## src/rtl/usrt_tx.sv

```systemverilog
`default_nettype none
// ============================================================================
//  Module      : usrt_tx
//  Description : Synchronous serial transmitter. Sends one start bit, eight
//                data bits LSB first, an optional even/odd parity bit and one
//                stop bit. Every bit lasts a programmable number of clocks.
//  Revision    : 1.0 - initial release
// ============================================================================
module usrt_tx (
    input  logic        i_Pclk,
    input  logic        i_Reset,
    input  logic        i_Start,
    input  logic [7:0]  i_Data,
    input  logic [13:0] i_Baud,
    input  logic [1:0]  i_Parity,
    output logic        o_Tx,
    output logic        o_Tx_Busy,
    output logic        o_Done
);

    typedef enum logic [2:0] {
        S_IDLE   = 3'd0,
        S_START  = 3'd1,
        S_DATA   = 3'd2,
        S_PARITY = 3'd3,
        S_STOP   = 3'd4
    } state_t;

    localparam logic [2:0] c_LAST_BIT = 3'd7;

    state_t      state_q, state_d;
    logic [13:0] cnt_q, cnt_d;
    logic [2:0]  idx_q, idx_d;
    logic [7:0]  data_q, data_d;
    logic [13:0] baud_q, baud_d;
    logic [1:0]  par_q, par_d;
    logic        tx_q, tx_d;
    logic        busy_q, busy_d;
    logic        done_q, done_d;

    // Counter reload values; a programmed period of zero behaves as one clock.
    logic [13:0] w_load_in;   // from the live input, used when a frame starts
    logic [13:0] w_load;      // from the latched copy, used for later bits
    logic        w_par_en;
    logic        w_par_bit;
    logic [2:0]  w_idx_nxt;
    logic        w_bit_end;

    assign w_load_in = (i_Baud == 14'd0) ? 14'd0 : (i_Baud - 14'd1);
    assign w_load    = (baud_q == 14'd0) ? 14'd0 : (baud_q - 14'd1);
    assign w_par_en  = (par_q == 2'b01) || (par_q == 2'b10);
    assign w_par_bit = (par_q == 2'b10) ? ~(^data_q) : (^data_q);
    assign w_idx_nxt = idx_q + 3'd1;
    assign w_bit_end = (cnt_q == 14'd0);

    // State and registered outputs; reset aborts any frame without a done pulse.
    always_ff @(posedge i_Pclk) begin
        if (i_Reset) begin
            state_q <= S_IDLE;
            cnt_q   <= 14'd0;
            idx_q   <= 3'd0;
            data_q  <= 8'd0;
            baud_q  <= 14'd0;
            par_q   <= 2'd0;
            tx_q    <= 1'b1;
            busy_q  <= 1'b0;
            done_q  <= 1'b0;
        end else begin
            state_q <= state_d;
            cnt_q   <= cnt_d;
            idx_q   <= idx_d;
            data_q  <= data_d;
            baud_q  <= baud_d;
            par_q   <= par_d;
            tx_q    <= tx_d;
            busy_q  <= busy_d;
            done_q  <= done_d;
        end
    end

    // Next-state logic; line value is computed one cycle ahead so o_Tx is a flop.
    always_comb begin
        state_d = state_q;
        cnt_d   = cnt_q;
        idx_d   = idx_q;
        data_d  = data_q;
        baud_d  = baud_q;
        par_d   = par_q;
        tx_d    = tx_q;
        busy_d  = busy_q;
        done_d  = 1'b0;

        case (state_q)
            S_IDLE: begin
                tx_d   = 1'b1;
                busy_d = 1'b0;
                if (i_Start) begin
                    data_d  = i_Data;
                    baud_d  = i_Baud;
                    par_d   = i_Parity;
                    cnt_d   = w_load_in;
                    idx_d   = 3'd0;
                    tx_d    = 1'b0;
                    busy_d  = 1'b1;
                    state_d = S_START;
                end
            end
            S_START: begin
                if (w_bit_end) begin
                    cnt_d   = w_load;
                    idx_d   = 3'd0;
                    tx_d    = data_q[0];
                    state_d = S_DATA;
                end else begin
                    cnt_d = cnt_q - 14'd1;
                end
            end
            S_DATA: begin
                if (w_bit_end) begin
                    cnt_d = w_load;
                    if (idx_q == c_LAST_BIT) begin
                        if (w_par_en) begin
                            tx_d    = w_par_bit;
                            state_d = S_PARITY;
                        end else begin
                            tx_d    = 1'b1;
                            state_d = S_STOP;
                        end
                    end else begin
                        idx_d = w_idx_nxt;
                        tx_d  = data_q[w_idx_nxt];
                    end
                end else begin
                    cnt_d = cnt_q - 14'd1;
                end
            end
            S_PARITY: begin
                if (w_bit_end) begin
                    cnt_d   = w_load;
                    tx_d    = 1'b1;
                    state_d = S_STOP;
                end else begin
                    cnt_d = cnt_q - 14'd1;
                end
            end
            S_STOP: begin
                if (w_bit_end) begin
                    tx_d    = 1'b1;
                    busy_d  = 1'b0;
                    done_d  = 1'b1;
                    state_d = S_IDLE;
                end else begin
                    cnt_d = cnt_q - 14'd1;
                end
            end
            default: begin
                tx_d    = 1'b1;
                busy_d  = 1'b0;
                state_d = S_IDLE;
            end
        endcase
    end

    assign o_Tx      = tx_q;
    assign o_Tx_Busy = busy_q;
    assign o_Done    = done_q;

endmodule
`default_nettype wire

```

## config.mk

```make
export PLATFORM = sky130hd
export DESIGN_NAME = usrt_tx
export DESIGN_NICKNAME = d
export VERILOG_FILES = /design/src/rtl/usrt_tx.sv
export SDC_FILE = /design/constraint.sdc
export NUM_CORES = 1
export LEC_CHECK = 0
export CAP_MARGIN = 20
export CORE_MARGIN = 8
export CORE_UTILIZATION = 40
export CTS_BUF_LIST = sky130_fd_sc_hd__clkbuf_8 sky130_fd_sc_hd__clkbuf_16
export CTS_CLUSTER_SIZE = 24
export DETAILED_ROUTE_END_ITERATION = 10
export GPL_TIMING_DRIVEN = 0
export SLEW_MARGIN = 20
export SYNTH_ARGS = -nofsm -noshare
export SYNTH_HDL_FRONTEND = slang
export SYNTH_SLANG_ARGS = --single-unit
```

## constraint.sdc

```tcl
create_clock -name i_Pclk -period 2 [get_ports i_Pclk]
set_input_delay 0.4 -clock i_Pclk [delete_from_list [all_inputs] [get_ports i_Pclk]]
set_output_delay 0.4 -clock i_Pclk [all_outputs]
set_load 0.005 [all_outputs]
```

==> summary.md <==
| Metric | Value |
|---|---|
| Die width | 103.1 microns |
| Clk_skew | 0.01268 ns |
| GPL Wtd Cong | 0.8612 |
| Max-slew violations | 0 |
| CTS root buf | clkbuf_8 |
| Layout cells sized above 1 | 20.52% |
| Num Clock Sinks | 47 |
| Area after DPL | 3462 sq um |
| Worst EP arrival | 2.45 ns |
| All-layer global routing usage | 17.91% |
| Worst slew pin tran | 0.6432 ns |
| Hold Path Origin | i_Baud[4] |
| Core Util, Final | 54.58% |
| HPWL Detailed | 6660 microns |
| Syn Area/Cell | 7.529 sq um |
| Vias in the first global route | 2,926 |
| Leakage | 1.479 nW |
| Global-route wire length before repair | 14,940 microns |
| Crit Reg-Reg Startpoint | cnt_q[0]$_SDFFE_PP0P_ |
| Met3 routed WL | 339 microns |
| Final-report hold violation count | 0 |
| Cell Rows | 31 |
| Finished Layout Cells | 562 |
| Post-DRT Antenna Nets | 0 |
| Crit path from | cnt_q[0]$_SDFFE_PP0P_ |
| Initial core utilization | 41.61% |
| Final instance area | 3980 sq um |
| PD cells | 1233 nW/um^2 |
| Flop and latch count out of synthesis | 47 |
| EDFF count, synth | 0 |
| Core box area | 7292 sq um |
| Initial antenna violation count | 0 |
| M1 wire length | 4544 microns |
| Crit-path max FO | 4 |
| Synth Flop Type | dfxtp_1 |
| I/O Buffers | 29 |
| CTS tree | done |
| Yosys cell types | 56 |
| Place WS | -0.9474 ns |
| Clock Pin Slew Worst Setup and Hold Paths | 0.10 ns |
| Maximum vdd drop | 541.4 uV |
| First DRT Iteration DRCs | 183 |
| Io pins | 30 |
| DRC | 0 |
| DIE AREA | 10,630 sq um |
| Required time worst endpoint | 2.25 ns |
| DIE HEIGHT | 103.1 microns |
| Maximum clock insertion buffer count | 2 |
| Highest-count cells in the layout ignoring fill and taps | 71 x nand2_1, 40 x a21oi_1, 38 x dfxtp_1 |
| CP endpoint kind | register |
| Synthesized netlist cell count | 403 |
| Netlist area before placement | 3034 sq um |
| Min-delay worst type | in -> reg |
| Metal2 WL | 4217 microns |
| Failing checks | negative setup slack |
| Grt total ovfl | 0 |
| Htree depth | 2 |
| Worst-Skew Late Latency | 0.32 ns |
| Rel. slew slack | 57.12% |
| Top sig layer | met4 |
| Setup TNS | -1.068 ns |
| Crit Path Category | reg -> reg |
| CTS buffer count | 5 |
| Initial DRT Pass Iterations | 4 |
| Post-synthesis sequential area ratio | 31.01% |
| CP startpoint kind | register |
| Ant diodes | 0 |
| Max Cap Violations | 0 |
| Final Setup Violations | 17 |
| RSZ-0062 raised after global routing | true |
| Fraction of registers with async set/reset | 0% |
| Final min period | 2.203 ns |
| Detailed-route via count | 3,100 |
| Synth warnings | 0 |
| P&R area growth vs syn | 31.18% |
| Placed Cells | 531 |
| Total Wirelength | 9200 microns |
| Worst hold slack | 0.4020 ns |
| Vias/cell | 5.516 |
| CTS Hold Bufs | 0 |
| Nets@finish | 497 |
| Fin worst setup slack | -0.2035 ns |
| Largest net degree at the start of global routing | 17 |
| Total power | 4.909 mW |
| Most common cell after layout, fill and taps aside | nand2_1 |
| Status | finished with violations |
| Net Count, Synth | 438 |
| WL per Instance | 16.37 microns |
| Fin crit share | 110.2% |
| Fmax | 453.8 MHz |
## worst max-delay path, stage by stage, from the launching register on
cell	delay, ns
dfxtp_2	0.36
or4_4	0.53
or4_4	0.46
or4_4	0.45
a21oi_4	0.15
a211oi_2	0.06
o22ai_1	0.13
## registers in the layout, summed over array words and instances, names as in the netlist
register,count
baud_q,14
cnt_q,14
data_q,8
idx_q,3
state_q,3
par_q,2
o_Done,1
o_Tx,1
o_Tx_Busy,1
## timing repair
item / CTS / global route
setup buffers: 11 / 13
endpoints found under the setup margin: 39 / 40
resized for setup: 55 / 28
pin swaps: 7 / 8
## worst paths after layout
kind	cells past startpoint	end	slack, ns
min	3	baud_q[4]$_SDFFE_PP0P_	0.40
min reg2reg	2	par_q[0]$_SDFFE_PP0P_	0.46
max	6	cnt_q[9]$_SDFFE_PP0P_	-0.20
max reg2reg	6	cnt_q[9]$_SDFFE_PP0P_	-0.20
## routing by layer
metal	vias up	track usage, %
li1	1571	-
met1	1450	25.36
met2	73	27.54
met3	6	2.228
met4	0	5.228
met5	-	0
## cell usage after synthesis (all sizes together), types with 3 or more instances
| master | number | area (sq um) |
|---|---|---|
| a211oi | 8 | 65.06 |
| a21oi | 43 | 215.2 |
| buf | 3 | 15.01 |
| clkbuf | 15 | 56.30 |
| dfxtp | 47 | 940.9 |
| ha | 8 | 100.1 |
| inv | 11 | 41.29 |
| mux2i | 4 | 40.04 |
| nand2 | 73 | 274.0 |
| nand2b | 5 | 31.28 |
| nand3 | 5 | 25.02 |
| nand3b | 4 | 30.03 |
| nor2 | 35 | 131.4 |
| nor3 | 19 | 100.1 |
| nor3b | 5 | 37.54 |
| nor4 | 10 | 83.83 |
| o211ai | 3 | 22.52 |
| o21ai | 19 | 95.09 |
| o21bai | 3 | 22.52 |
| o22ai | 6 | 37.54 |
| or3 | 7 | 43.79 |
| or4 | 7 | 60.06 |
| xnor2 | 15 | 131.4 |
| xor2 | 13 | 113.9 |
## cell families (layout without fill, tap and decap cells)
family	after synthesis	count (layout)	share of synthesized area [%]
and+or+nand+nor	186	186	30.89
AOI/OAI and AO/OA	98	98	19.84
DFF	47	47	31.01
buffers and inverters	29	89	3.711
xor gates and xnor gates	28	28	8.083
adders and majority gates	8	8	3.299
muxes	7	7	3.175
## area by class of cell
| class | instances | area (sq um) |
|---|---|---|
| Buffer | 17 | 92.59 |
| Clock buffer | 5 | 68.82 |
| Clock inverter | 3 | 46.29 |
| Fill cell | 760 | 3312 |
| Inverter | 11 | 41.29 |
| Multi-Input combinational cell | 327 | 2183 |
| Sequential cell | 47 | 954.7 |
| Tap cell | 99 | 123.9 |
| Timing Repair Buffer | 53 | 469.2 |
## where the power goes
| part | switching (mW) | internal, mW | leakage [nW] |
|---|---|---|---|
| registers | 0.287 | 1.16 | 0.390 |
| clock network | 0.372 | 0.377 | 0.0548 |
| logic | 1.48 | 1.23 | 1.03 |
| total | 2.14 | 2.77 | 1.48 |
(Power assumes the default switching activity.)
